### src/rtl/counter_pkg.sv
// counter_pkg
// Constants and helpers shared by the multi-channel strobe counter and its
// per-channel sub-module.
//   MODE_PERIODIC / MODE_ONESHOT : encoding of the per-channel mode bit
//   COUNTER_RESET_VALUE          : value a counter restarts from
//   sel_width()                  : width of a channel select, never below 1
package counter_pkg;

    localparam logic MODE_PERIODIC = 1'b0;
    localparam logic MODE_ONESHOT  = 1'b1;

    localparam int COUNTER_RESET_VALUE = 1;

    // A single channel still needs a 1-bit select port.
    function automatic int sel_width(input int n);
        return (n > 1) ? $clog2(n) : 1;
    endfunction

endpackage

### src/rtl/strobe_counter_channel.sv
// strobe_counter_channel
// One channel: reloadable period, periodic/one-shot mode, armed flag, counter
// and a registered one-cycle strobe raised the cycle after the terminal tick.
// Ports:
//   clk, rst   : clock, asynchronous active-high reset
//   tick       : count enable for this channel
//   load       : capture period_in/mode_in and restart the count
//   period_in  : new period (sampled on load)
//   mode_in    : new mode (sampled on load)
//   sync_clr   : restart the count, keep configuration and armed
//   count      : current counter value
//   armed      : a future tick can still produce a strobe
//   strobe     : one-cycle terminal-count pulse
module strobe_counter_channel
    import counter_pkg::*;
#(
    parameter int WIDTH = 25
) (
    input  logic             clk,
    input  logic             rst,
    input  logic             tick,
    input  logic             load,
    input  logic [WIDTH-1:0] period_in,
    input  logic             mode_in,
    input  logic             sync_clr,
    output logic [WIDTH-1:0] count,
    output logic             armed,
    output logic             strobe
);

    localparam logic [WIDTH-1:0] COUNT_INIT = WIDTH'(COUNTER_RESET_VALUE);
    localparam logic [WIDTH-1:0] COUNT_STEP = WIDTH'(1'b1);

    logic [WIDTH-1:0] count_q,  count_d;
    logic [WIDTH-1:0] period_q, period_d;
    logic             mode_q,   mode_d;
    logic             armed_q,  armed_d;
    logic             strobe_q, strobe_d;

    // Next-state selection: load beats sync_clr beats a tick; otherwise hold.
    always_comb begin
        count_d  = count_q;
        period_d = period_q;
        mode_d   = mode_q;
        armed_d  = armed_q;
        strobe_d = 1'b0;
        if (load) begin
            period_d = period_in;
            mode_d   = mode_in;
            count_d  = COUNT_INIT;
            // A zero period can never reach its terminal count.
            armed_d  = (period_in != {WIDTH{1'b0}});
        end else if (sync_clr) begin
            count_d = COUNT_INIT;
        end else if (tick && armed_q) begin
            if (count_q == period_q) begin
                count_d  = COUNT_INIT;
                strobe_d = 1'b1;
                if (mode_q == MODE_ONESHOT) begin
                    armed_d = 1'b0;
                end else begin
                    armed_d = armed_q;
                end
            end else begin
                // count_q never exceeds period_q here, so no wrap in practice.
                count_d = count_q + COUNT_STEP;
            end
        end else begin
            count_d = count_q;
        end
    end

    // Channel state registers.
    always_ff @(posedge clk or posedge rst) begin
        if (rst) begin
            count_q  <= COUNT_INIT;
            period_q <= {WIDTH{1'b0}};
            mode_q   <= MODE_PERIODIC;
            armed_q  <= 1'b0;
            strobe_q <= 1'b0;
        end else begin
            count_q  <= count_d;
            period_q <= period_d;
            mode_q   <= mode_d;
            armed_q  <= armed_d;
            strobe_q <= strobe_d;
        end
    end

    assign count  = count_q;
    assign armed  = armed_q;
    assign strobe = strobe_q;

endmodule

### src/rtl/multi_channel_strobe_counter.sv
// multi_channel_strobe_counter
// CHANNELS independent strobe counters sharing one clock, one period/mode
// input bus and one synchronous clear. Each strobe can be delayed by LATENCY
// extra register stages; count readback has one cycle of latency.
// Ports:
//   clk, rst  : clock, asynchronous active-high reset
//   enable    : per-channel count tick
//   load      : per-channel configuration load
//   period_in : shared period value, sampled on load
//   mode_in   : shared mode (0 periodic, 1 one-shot), sampled on load
//   sync_clr  : restart every counter at 1
//   strobe    : per-channel terminal-count pulse after 1+LATENCY cycles
//   armed     : per-channel "will strobe again" flag
//   rd_sel    : channel to read back
//   rd_count  : registered count of rd_sel, 0 when rd_sel is out of range
module multi_channel_strobe_counter
    import counter_pkg::*;
#(
    parameter int WIDTH    = 25,
    parameter int CHANNELS = 4,
    parameter int LATENCY  = 0
) (
    input  logic                             clk,
    input  logic                             rst,
    input  logic [CHANNELS-1:0]              enable,
    input  logic [CHANNELS-1:0]              load,
    input  logic [WIDTH-1:0]                 period_in,
    input  logic                             mode_in,
    input  logic                             sync_clr,
    output logic [CHANNELS-1:0]              strobe,
    output logic [CHANNELS-1:0]              armed,
    input  logic [sel_width(CHANNELS)-1:0]   rd_sel,
    output logic [WIDTH-1:0]                 rd_count
);

    localparam int SEL_W = sel_width(CHANNELS);

    logic [CHANNELS-1:0] strobe_int_s;
    logic [WIDTH-1:0]    count_s [CHANNELS];
    logic [CHANNELS-1:0] stage_s [0:LATENCY];
    logic [WIDTH-1:0]    rd_count_q, rd_count_d;

    for (genvar g = 0; g < CHANNELS; g++) begin : g_chan
        strobe_counter_channel #(
            .WIDTH (WIDTH)
        ) u_chan (
            .clk       (clk),
            .rst       (rst),
            .tick      (enable[g]),
            .load      (load[g]),
            .period_in (period_in),
            .mode_in   (mode_in),
            .sync_clr  (sync_clr),
            .count     (count_s[g]),
            .armed     (armed[g]),
            .strobe    (strobe_int_s[g])
        );
    end

    // Stage 0 is the channel's own registered strobe; each further stage adds
    // one cycle. Load and sync_clr do not touch these, so queued pulses emerge.
    assign stage_s[0] = strobe_int_s;

    for (genvar s = 1; s <= LATENCY; s++) begin : g_pipe
        logic [CHANNELS-1:0] stage_q, stage_d;

        // Next value of this delay stage.
        always_comb begin
            stage_d = stage_s[s-1];
        end

        // Delay stage register.
        always_ff @(posedge clk or posedge rst) begin
            if (rst) begin
                stage_q <= {CHANNELS{1'b0}};
            end else begin
                stage_q <= stage_d;
            end
        end

        assign stage_s[s] = stage_q;
    end

    assign strobe = stage_s[LATENCY];

    // Readback mux built as an OR of one-hot matches so unused select codes
    // naturally return zero.
    always_comb begin
        rd_count_d = {WIDTH{1'b0}};
        for (int i = 0; i < CHANNELS; i++) begin
            rd_count_d = rd_count_d |
                         ((rd_sel == SEL_W'(i)) ? count_s[i] : {WIDTH{1'b0}});
        end
    end

    // Readback register.
    always_ff @(posedge clk or posedge rst) begin
        if (rst) begin
            rd_count_q <= {WIDTH{1'b0}};
        end else begin
            rd_count_q <= rd_count_d;
        end
    end

    assign rd_count = rd_count_q;

endmodule

### config.mk
export PLATFORM = sky130hd
export DESIGN_NAME = multi_channel_strobe_counter
export DESIGN_NICKNAME = d
export VERILOG_FILES = /design/src/rtl/counter_pkg.sv /design/src/rtl/strobe_counter_channel.sv /design/src/rtl/multi_channel_strobe_counter.sv
export SDC_FILE = /design/constraint.sdc
export NUM_CORES = 1
export LEC_CHECK = 0
export BUFFER_PORTS_ARGS = -buffer_cell sky130_fd_sc_hd__buf_4
export CAP_MARGIN = 20
export CORE_MARGIN = 10
export CORE_UTILIZATION = 35
export DETAILED_ROUTE_END_ITERATION = 7
export SYNTH_ARGS = -nofsm -noshare
export SYNTH_HDL_FRONTEND = slang
export SYNTH_SLANG_ARGS = --single-unit
### constraint.sdc
create_clock -name clk -period 19.1 [get_ports clk]
set_clock_uncertainty 0.15 [all_clocks]
set_input_delay 3.82 -clock clk [delete_from_list [all_inputs] [get_ports clk]]
set_output_delay 3.82 -clock clk [all_outputs]
set_load 0.005 [all_outputs]
# ---- Yosys cells after proc, flatten, opt, wreduce, memory -nomap -nowiden
# Index checks and enable logic that the tools add are counted.
dict set report op_classes {
  add_sub_neg 4
  n_eq_ne 11
  mux 56
  bitwise_logic 3
  n_reduce_logical 26
}
# cell n
set ops {}
lappend ops {{$mux 25} 20}
lappend ops {{$add 25x1->25 const B} 4}
lappend ops {{$eq 25x25->1} 4}
lappend ops {{$or 25x25->25} 3}
lappend ops {{$mux 1} 36}
lappend ops {{$reduce_bool 25->1} 1}
lappend ops {{$reduce_bool 2->1} 12}
lappend ops {{$reduce_and 4->1} 4}
lappend ops {{$reduce_bool 3->1} 4}
lappend ops {{$ne 2x2->1 const B} 4}
lappend ops {{$eq 2x2->1 const B} 2}
lappend ops {{$logic_and 1x1->1} 4}
lappend ops {{$eq 2x1->1 const B} 1}
lappend ops {{$logic_not 2->1} 1}
dict set report totals {
  regBits 237
  in_bits 39
  output_inout_bits 33
  word_cells 121
}

# ---- Depth between registers and ports, before layout
# Gate-level depths: netlist of the first run.
dict set report logic_depth {
  depth_word 5
  ltp_mapped 8
  ltp_nobuf 7
}

# ---- Cells and area by module
# Synthesis of the first run repeated with hierarchy kept, for this count alone.
dict set report unflattened {
  hier_cells 1025
  hier_area_um2 12172.9
}
# mod instances cells_per_inst area_each_um2 seq_area_each_um2
set modules_own_cells {}
lappend modules_own_cells {strobe_counter_channel 4 242 2723.9 1327.5}
lappend modules_own_cells {multi_channel_strobe_counter 1 57 1277.5 625.6}

# ---- Worst setup path before layout of the first run
# Ideal clock, no wire load.
dict set report synth_timing {
  kind {input-to-reg}
  from {input rd_sel[0]}
  to {register rd_count_q[14] (netlist: rd_count[14])}
  setup_time_ps 138
  arrival_ps 5232
  t_required_ps 18812
  slack_ps 13579
  stages 4
  n_path_buf 3
  path_cell_list {clkbuf_1 clkbuf_1 buf_1 mux4_2}
}
dict set report synth_between {
  elab_chain_cells 5
  elab_cells_between_ends 11
  classes_between {3 x eq/ne; 4 x mux; 3 x bitwise; 1 x reduce/logical}
}
# item line
set synth_lines {}
lappend synth_lines {{start: declaration} multi_channel_strobe_counter.sv:32} ;# input logic [sel_width(CHANNELS)-1:0] rd_sel,
lappend synth_lines {{$eq 2x1->1 or $logic_not 2->1 (tied branches)} multi_channel_strobe_counter.sv:92} ;# ((rd_sel == SEL_W'(i)) ? count_s[i] : {WIDTH{1'b0}});
lappend synth_lines {{$mux 25} multi_channel_strobe_counter.sv:92}
lappend synth_lines {{$or 25x25->25 (2 in series)} multi_channel_strobe_counter.sv:91} ;# rd_count_d = rd_count_d |
lappend synth_lines {{$or 25x25->25 (*)} multi_channel_strobe_counter.sv:91}
lappend synth_lines {{net rd_count_d[14]} multi_channel_strobe_counter.sv:41} ;# logic [WIDTH-1:0] rd_count_q, rd_count_d;
lappend synth_lines {{end signal: assignment} multi_channel_strobe_counter.sv:99} ;# rd_count_q <= {WIDTH{1'b0}};
lappend synth_lines {{end signal: assignment} multi_channel_strobe_counter.sv:101} ;# rd_count_q <= rd_count_d;
lappend synth_lines {{end: declaration} multi_channel_strobe_counter.sv:41}
# Mark *: on every way through the listed nets, which the timed path passes. The rest lies on a longest branch.
# A chain may end at the register's enable or synchronous reset.

# ---- Final worst setup path of the first run
dict set report layout_timing {
  from {input load[1]}
  to {register g_chan[1].u_chan.count_q[24]}
}
dict set report layout_between {
  elab_chain_cells 1
  elab_cells_between_ends 2
  classes_between {1 x mux; 1 x reduce/logical}
}
# item line
set layout_lines {}
lappend layout_lines {{start: declaration} multi_channel_strobe_counter.sv:26} ;# input logic [CHANNELS-1:0] load,
lappend layout_lines {{$reduce_bool 3->1 (no line) or $mux 25 (tied branches)} --}
lappend layout_lines {{end signal: assignment} strobe_counter_channel.sv:82} ;# count_q <= count_d;
lappend layout_lines {{end: declaration} strobe_counter_channel.sv:34} ;# logic [WIDTH-1:0] count_q, count_d;
# Several ways; a longest one is shown, not always the timed one.

==> flow_summary_export.csv, run 1 <==
group,metric,value,unit
outcome,status,"complete, no violations",
die,num_io_pins,72,
routing,drt_pre_antenna_iters,5,
timing,whs,0.3006,ns
power,leakagePower,0.005393,uW
cells_and_area,syn_to_final_growth,14.08,%
place,dpl-instance-area,12560,um2
cells_and_area,postLayoutCellArea,13370,um2
timing,setup_viol,0,
timing,fin_tns_setup,0,ns
routing,via_count,8077,
cells_and_area,fin_util,0.4078,
logic_synthesis,synth-edff-count,0,
timing,rsz0062_at_grt,"false",
routing,ant_nets,0,
grt,grt_pass1_wl,50680,um
cells_and_area,drive_gt1_frac,0.2463,
timing,fin_crit,5.609,ns
grt,grt_pass1_vias,8157,
timing,setup_ws,13.49,ns
routing,drcViolationCount,0,
clocking,cts-resized-gates,0,
grt,grt_overflow_total,0,
logic_synthesis,synthArstFlopShare,1.000,
clocking,clock-sinks,237,
die,core_area,32780,um2
cells_and_area,fillers,3144,
setup_path,arrival,5.85,ns
clocking,cts_root_buffer,"clkbuf_16",
clocking,clockBufferDepth,3,
die,die_w,203.0,um
die,dieHeight,203.0,um
logic_synthesis,synth_area_leaders,"dfrtp_1 50%, mux2_2 10%, xnor2_1 9.2%",
clocking,cts_buffers,26,
place,dp_hpwl,24180,um
clocking,htreeDepth,1,
power,ir_drop,0.00005476,V
routing,wire_per_inst,21.69,um
clocking,clkSlewWorstSetupHoldPaths,0.06,ns
logic_synthesis,syn-num-nets,1054,
logic_synthesis,syn_inst,1011,
grt,grtUsageTotal,0.1579,
timing,hold_viol,0,
routing,dr.first_iter.drc_count,570,
logic_synthesis,postSynthAreaPerCell,11.59,um2
place,place.gp.congestion,0.8777,
logic_synthesis,yosys_most_used_dff,"dfrtp_1",
worst_hold_path,hp-class,"flip-flop to flip-flop",
run,cap_violations,0,
clocking,holdBufCountCts,0,
timing,relSlewSlack,0.3856,
grt,antenna_found_initial,0,
timing,min_period_over_period,0.2936,
setup_path,crit_type,"primary input to flip-flop",
logic_synthesis,netlist_area,11720,um2
place,port_buffers,71,
logic_synthesis,yosysTopAreaCell,"dfrtp_1",
timing,fmaxAchievable,0.1783,GHz
setup_path,end_kind,"flip-flop",
routing,avgViaCountPerCell,5.335,
setup_path,cp-start-kind,"primary input",
die,rows,66,
setup_path,crit_fanout,31,
place,place_ws,12.83,ns
logic_synthesis,synth_top_area_share,0.4975,
power,power_density,84.16,nW/um2
cells_and_area,nets,1096,
logic_synthesis,ys_seq_elements,237,
logic_synthesis,yosys_warnings,0,
die,start_util,0.3575,
logic_synthesis,ys_seq_area_frac,0.5065,
timing,report.final.slew_viol_count,0,
logic_synthesis,synth_common_cells,"233 x dfrtp_1, 123 x xnor2_1, 104 x mux2_2",
clocking,clk_latency,0.53,ns
setup_path,required,19.34,ns
logic_synthesis,synth.distinct_cells,53,
timing,tightest_slew,0.9217,ns
routing,wirelength,32830,um
clocking,cts_tree,"built",
clocking,cts_setup_buffers,0,
die,dieArea,41200,um2
cells_and_area,diodes,0,
logic_synthesis,yosysMostFrequentCell,"dfrtp_1",
grt,grt_max_degree,129,
==> power by group <==
group | switching (uW) | total [uW] | leakage (uW) | internal (uW)
combinational | 53.4 | 101 | 0.00195 | 47.6
sequential | 18.1 | 545 | 0.00304 | 527
clock | 202 | 480 | 0.000405 | 278
==> through the flow <==
step / std cells / power, uW
floorplan: 1011 / 619.3
global placement: 1467 / 653.5
detailed placement: 1467 / 655.6
CTS: 1514 / 1135
global route: 1514 / 1171
finish: 1514 / 1125
==> layout make-up <==
cell class | instances | area (um2) | share of cell area
Sequential cell | 237 | 5936 | 0.4439
Multi-Input combinational cell | 701 | 5445 | 0.4073
Clock buffer | 40 | 774.5 | 0.05793
Timing Repair Buffer | 78 | 585.6 | 0.04380
Tap cell | 442 | 553.0 | 0.04136
Inverter | 9 | 41.29 | 0.003088
Clock inverter | 7 | 35.03 | 0.002620
==> kinds of logic (layout without fill, tap and decap cells) <==
kind of cell,Yosys count,in the layout,synth area share
flip-flops,237,237,0.5065
AO/OA/AOI/OAI,65,65,0.04249
multiplexers,135,135,0.1534
buffers and inverters,73,134,0.02968
XOR/XNOR,159,159,0.1188
AND/OR/NAND/NOR,338,338,0.1449
adder cells (fa/ha/maj),4,4,0.004270
==> worst max-delay path, cell delays in order <==
cell and delay (ns):
buf_4 0.36, a211oi_1 0.09, buf_4 0.21, or3b_4 0.43
or3_1 0.50, nor3_4 0.23, xnor2_1 0.15, nor2_2 0.04
==> path summary, 6_finish.rpt <==
path	from	slack [ns]	cells after the start	endpoint
max in group asynchronous	rst	13.55	4	g_chan[1].u_chan.count[19]
min reg2reg	g_chan[2].u_chan.mode_q	0.30	1	g_chan[2].u_chan.armed
max reg2reg	g_chan[2].u_chan.count[4]	16.12	6	g_chan[2].u_chan.count[15]
min in group asynchronous	rst	3.29	2	g_chan[2].u_chan.strobe
min	g_chan[2].u_chan.mode_q	0.30	1	g_chan[2].u_chan.armed
max	load[1]	13.49	8	g_chan[1].u_chan.count[24]
==> layer usage <==
layer / global-route usage / up-vias / share of wire
met5: 0 / - / 0
met4: 0.04263 / 0 / 0.022
met3: 0.02086 / 47 / 0.041
met2: 0.2633 / 166 / 0.49
li1: - / 3667 / -
met1: 0.2110 / 4197 / 0.45
==> layout by cell type, fill, tap and decap left out, types with 8 or more instances in the layout <==
cell,count
o311ai_0,15
and3_1,15
and2_1,8
and4_1,10
a21o_1,9
nand4_1,45
xnor2_1,123
a22o_1,11
mux4_2,24
buf_4,78
nand3_1,52
inv_1,8
dfrtp_1,233
o21ai_0,8
nor2_1,93
nor4_1,13
mux2_2,104
nor3_1,12
clkbuf_1,8
clkbuf_16,27
nand2_1,67
xor2_1,36
==> registers in the layout, indices dropped and copies added, names as in the netlist <==
| register | count |
|---|---|
| g_chan.u_chan.count | 100 |
| g_chan.u_chan.period_q | 100 |
| rd_count | 25 |
| g_chan.u_chan.armed | 4 |
| g_chan.u_chan.mode_q | 4 |
| g_chan.u_chan.strobe | 4 |
(Power assumes the default switching activity.)
==> inputs of run 2 (changes only) <==
ABC_AREA = 1   (was default)
clock period = 5.7 ns   (was 19.1 ns; I/O delays follow)
==> flow_summary_export.csv, run 2 <==
group,metric,value,unit
cells_and_area,nets,1720,
logic_synthesis,synth.distinct_cells,45,
setup_path,crit_path_max_incr_delay,0.39,ns
die,dieArea,44680,um2
setup_path,crit_type,"primary input to flip-flop",
routing,wirelength,42130,um
cells_and_area,drive_gt1_frac,0.1143,
logic_synthesis,postSynthAreaPerCell,7.812,um2
grt,grt_max_degree,131,
logic_synthesis,synth_top_area_share,0.4548,
logic_synthesis,synth-edff-count,0,
place,place.gp.congestion,1.016,
die,die_w,211.4,um
power,leakagePower,0.006683,uW
place,port_buffers,71,
power,pwr-share-clk,0.473,
die,start_util,0.3527,
setup_path,crit_family,"simple AND/OR/NAND/NOR gates",
logic_synthesis,yosys_warnings,0,
timing,report.final.slew_viol_count,0,
setup_path,slowest_stage,"buf_4",
setup_path,arrival,3.08,ns
cells_and_area,layout_common_cells,"417 x nand2_1, 233 x dfrtp_1, 187 x inv_1",
setup_path,required,6.02,ns
power,power_frac_comb,0.085,
timing,tightest_slew,0.9355,ns
setup_path,crit_path_cell_trace,"buf_4, nor2_2, nand2_4, inv_2, nor2_4, nand3_2, nor2_2, nand3_1, o21ai_1, inv_1, nor2_1",
clocking,cts_setup_buffers,0,
grt,grt_pass1_wl,64980,um
clocking,cts_root_buffer,"clkbuf_16",
routing,avgViaCountPerCell,5.131,
grt,grt_overflow_total,0,
grt,antenna_found_initial,0,
cells_and_area,final_common_cell,"nand2_1",
grt,grt_pass1_vias,10720,
clocking,clock-sinks,237,
setup_path,critical_path_buf_inv_count,3,
setup_path,cp-start-kind,"primary input",
power,p_sw,1034,uW
logic_synthesis,ys_seq_area_frac,0.4630,
outcome,status,"complete, no violations",
clocking,clockBufferDepth,3,
clocking,clk_latency,0.56,ns
cells_and_area,fin_util,0.4028,
routing,ant_nets,0,
die,num_io_pins,72,
worst_hold_path,hp-class,"primary input to async pin",
routing,drt_pre_antenna_iters,7,
grt,grtUsageTotal,0.1872,
routing,via_count,11110,
routing,wire_per_inst,19.46,um
clocking,clkSlewWorstSetupHoldPaths,0.06,ns
power,pwr-share-seq,0.442,
die,dieHeight,211.4,um
timing,setup_viol,0,
cells_and_area,diodes,0,
timing,fin_tns_setup,0,ns
timing,fmaxAchievable,0.3625,GHz
logic_synthesis,ys_seq_elements,237,
timing,relSlewSlack,0.3740,
power,switching_share,0.2520,
timing,hold_viol,0,
timing,rsz0062_at_grt,"false",
logic_synthesis,syn-num-nets,1684,
logic_synthesis,synth_area_leaders,"dfrtp_1 45%, nand2_1 12%, inv_1 5.5%",
logic_synthesis,syn_inst,1641,
clocking,cts_buffers,29,
clocking,htreeDepth,1,
cells_and_area,syn_to_final_growth,14.21,%
setup_path,cp_common_cell,"nor2_2",
routing,drcViolationCount,0,
setup_path,end_kind,"flip-flop",
power,power_density,280.2,nW/um2
logic_synthesis,netlist_area,12820,um2
power,ir_drop,0.0002281,V
place,dp_hpwl,31010,um
logic_synthesis,synthArstFlopShare,1.000,
timing,fin_crit,2.759,ns
logic_synthesis,synth_common_cells,"417 x nand2_1, 233 x dfrtp_1, 188 x inv_1",
timing,min_period_over_period,0.4840,
die,core_area,36350,um2
clocking,cts_tree,"built",
routing,dr.first_iter.drc_count,1169,
setup_path,crit_fanout,47,
run,cap_violations,0,
logic_synthesis,yosys_most_used_dff,"dfrtp_1",
power,cell_internal_pwr,3069,uW
die,rows,70,
clocking,cts-resized-gates,0,
logic_synthesis,yosysTopAreaCell,"dfrtp_1",
clocking,holdBufCountCts,0,
logic_synthesis,yosysMostFrequentCell,"nand2_1",
-- run 2: worst paths after layout --
check	start	to	slack, ns	depth (start not counted)
min reg2reg	g_chan[1].u_chan.mode_q	g_chan[1].u_chan.mode_q	0.35	2
min in group clk	g_chan[1].u_chan.mode_q	g_chan[1].u_chan.mode_q	0.35	2
max	load[2]	g_chan[2].u_chan.count[20]	2.94	11
max reg2reg	g_chan[0].u_chan.count[17]	g_chan[0].u_chan.count[3]	3.07	7
min	rst	rd_count[21]	0.31	2
max in group asynchronous	rst	g_chan[3].u_chan.count[9]	3.62	4
-- run 2: layer usage --
layer	GRT usage	routed length, um
met2	0.2867	18600
met3	0.03978	3278
met5	0	0
met4	0.06000	1453
met1	0.2583	18790
-- run 2: cells by family after synthesis --
group                    share of synthesized area
AO/OA/AOI/OAI                              0.09623
XOR/XNOR                                   0.06900
adder cells (fa/ha/maj)                   0.003904
buffers and inverters                      0.08481
flip-flops                                  0.4630
multiplexers                               0.02372
AND/OR/NAND/NOR                             0.2593
-- run 2: cell type report --
| type | count | area [um2] |
|---|---|---|
| clock inverter | 16 | 214.0 |
| sequential | 237 | 5936 |
| inverter | 197 | 743.2 |
| timing repair buffer | 75 | 588.1 |
| fill | 3718 | 21710 |
| multi-input combinational | 1137 | 5797 |
| tap | 468 | 585.6 |
| clock buffer | 35 | 778.2 |
-- run 2: power by group through the flow --
| stage | sequential, uW | clock [uW] | combinational (uW) |
|---|---|---|---|
| after floorplan | 1830 | 0 | 234 |
| after CTS | 1810 | 1970 | 351 |
| after detailed placement | 1840 | 0 | 349 |
| final | 1810 | 1940 | 349 |
| after global placement | 1840 | 0 | 344 |
| after global routing | 1820 | 2040 | 393 |
-- run 2: stage by stage --
stage	area, um2	setup WS [ns]	std cells	total power [uW]	hold WS, ns
2_1_floorplan	12820	1.307	1641	2065	0.3034
3_3_place_gp	13650	2.443	2114	2184	0.3198
3_5_place_dp	13650	2.425	2114	2191	0.3361
4_1_cts	14640	2.981	2165	4130	0.2991
5_1_grt	14640	2.732	2165	4253	0.3062
6_report	14640	2.941	2165	4103	0.3144
==> inputs of run 3 (changes only) <==
clock period = 2.4 ns   (was 5.7 ns; I/O delays follow)
==> flow_summary_export.csv, run 3 (synthesized netlist as in run 2, its figures left out) <==
group,metric,value,unit
outcome,status,"complete, no violations",
clocking,clockBufferDepth,3,
setup_path,crit_type,"flip-flop to flip-flop",
clocking,cts_setup_buffers,0,
grt,grt_max_degree,75,
clocking,clk_latency,0.55,ns
setup_path,crit_start,"g_chan[2].u_chan.count[0]",
power,leakagePower,0.006951,uW
cells_and_area,fillers,3683,
grt,grtUsageTotal,0.1945,
routing,dr.first_iter.drc_count,1123,
timing,tightest_slew,0.5402,ns
grt,antenna_found_initial,0,
cells_and_area,layout_common_cells,"417 x nand2_1, 233 x dfrtp_1, 187 x inv_1",
clocking,cts_tree,"built",
setup_path,crit_path_cell_trace,"ha_1, nand2_1, nor2_2, nand2_1, nor2_4, nand3_2, nor2_2, nand3_1, o21ai_1, inv_1, nor2_1",
clocking,clock-sinks,237,
place,place.gp.congestion,1.011,
clocking,cts-resized-gates,0,
routing,avgViaCountPerCell,5.190,
die,num_io_pins,72,
routing,via_count,11510,
routing,drcViolationCount,0,
cells_and_area,nets,1771,
power,ir_drop,0.0005903,V
place,dp_hpwl,33290,um
cells_and_area,syn_to_final_growth,17.69,%
setup_path,end_kind,"flip-flop",
setup_path,crit_family,"simple AND/OR/NAND/NOR gates",
die,dieHeight,211.4,um
cells_and_area,diodes,0,
cells_and_area,drive_gt1_frac,0.1383,
routing,ant_nets,0,
setup_path,slowest_stage,"dfstp_2",
run,cap_violations,0,
setup_path,crit_path_max_incr_delay,0.57,ns
timing,setup_ws,0.2217,ns
place,dp_cells,2161,
setup_path,reg2reg_from,"g_chan[2].u_chan.count[0]",
timing,fin_crit,2.178,ns
power,power_density,650.0,nW/um2
clocking,cts_root_buffer,"clkbuf_16",
routing,wirelength,43820,um
timing,fmaxAchievable,0.4591,GHz
die,core_area,36350,um2
clocking,htreeDepth,1,
place,place_ws,0.2529,ns
cells_and_area,final_common_cell,"nand2_1",
setup_path,critical_path_buf_inv_count,1,
setup_path,arrival,2.50,ns
die,die_w,211.4,um
grt,grt_pass1_wl,67030,um
setup_path,required,2.72,ns
grt,grt_overflow_total,0,
timing,report.final.slew_viol_count,0,
timing,hold_viol,0,
routing,wire_per_inst,19.76,um
setup_path,crit_fanout,5,
power,fin_total_pwr,9807,uW
cells_and_area,fin_util,0.4151,
routing,drt_pre_antenna_iters,5,
place,dpl-instance-area,14040,um2
grt,grt_pass1_vias,10950,
timing,rsz0062_at_grt,"false",
clocking,cts_buffers,28,
die,dieArea,44680,um2
cells_and_area,postLayoutCellArea,15090,um2
worst_hold_path,hp-class,"primary input to flip-flop",
setup_path,cp-start-kind,"flip-flop",
place,port_buffers,71,
timing,min_period_over_period,0.9076,
die,start_util,0.3527,
timing,setup_viol,0,
die,rows,70,
cells_and_area,layout.cells.non_filler,2218,
timing,relSlewSlack,0.6371,
clocking,clkSlewWorstSetupHoldPaths,0.06,ns
worst_hold_path,worstHoldStart,"period_in[21]",
run 3: changes by cell type in the layout (fill, tap and decap cells not counted):
cell           before  now
buf_4              73  117
dlygate4sd3_1       0    5
bufinv_16           5    4
clkinv_2            8    6
inv_6               1    0
buf_12              2    5
clkinvlp_4          3    2
clkbuf_8            3    5
clkinv_4            0    4
run 3: cell type report:
type	count	area, um2	share of cell area
clock buffer	37	805.8	0.05340
clock inverter	15	192.7	0.01277
inverter	197	743.2	0.04926
multi-input combinational	1137	5797	0.3842
sequential	237	5936	0.3934
tap	468	585.6	0.03881
timing repair buffer	127	1028	0.06817
run 3: stage by stage:
step,hold slack (ns),setup TNS (ns)
4_1_cts,0.005655,0
3_3_place_gp,0.3250,0
5_1_grt,0.007964,0
3_5_place_dp,0.3290,0
2_1_floorplan,0.3034,-312.59
6_report,0.01408,0
run 3: power breakdown:
| group | leakage (uW) | total [uW] | switching (uW) | internal (uW) |
|---|---|---|---|---|
| sequential | 0.00304 | 4320 | 134 | 4180 |
| combinational | 0.00341 | 900 | 573 | 327 |
| clock | 0.000493 | 4590 | 1800 | 2790 |
run 3: worst min-delay path: cells and delay by family:
family | cells | cell delay (ns)
compound gates | 1 | 0.06
buf+inv | 1 | 0.10
simple gates | 1 | 0.04
run 3: final timing paths:
| kind | to | slack, ns | cells after the start |
|---|---|---|---|
| max in group asynchronous | g_chan[2].u_chan.count[0] | 0.90 | 5 |
| worst max register to register | g_chan[2].u_chan.count[24] | 0.22 | 11 |
| worst min register to register | g_chan[1].u_chan.mode_q | 0.34 | 2 |
| min in group asynchronous | g_chan[0].u_chan.strobe | 0.35 | 3 |
| worst min-delay path | g_chan[0].u_chan.period_q[21] | 0.01 | 3 |
| worst max-delay path | g_chan[2].u_chan.count[24] | 0.22 | 11 |
run 3: what timing repair did:
item | in CTS | in global routing
endpoints found under the setup margin | 0 | 0
hold buffers | 5 | 0
endpoints found under the hold margin | 16 | 0
run 3: routing by layer:
| layer | vias up | track usage | wire length (um) |
|---|---|---|---|
| li1 | 5411 | - | - |
| met1 | 5580 | 0.2730 | 19660 |
| met2 | 438 | 0.2985 | 19270 |
| met3 | 83 | 0.02913 | 3326 |
| met4 | 0 | 0.06893 | 1567 |
| met5 | - | 0 | 0 |
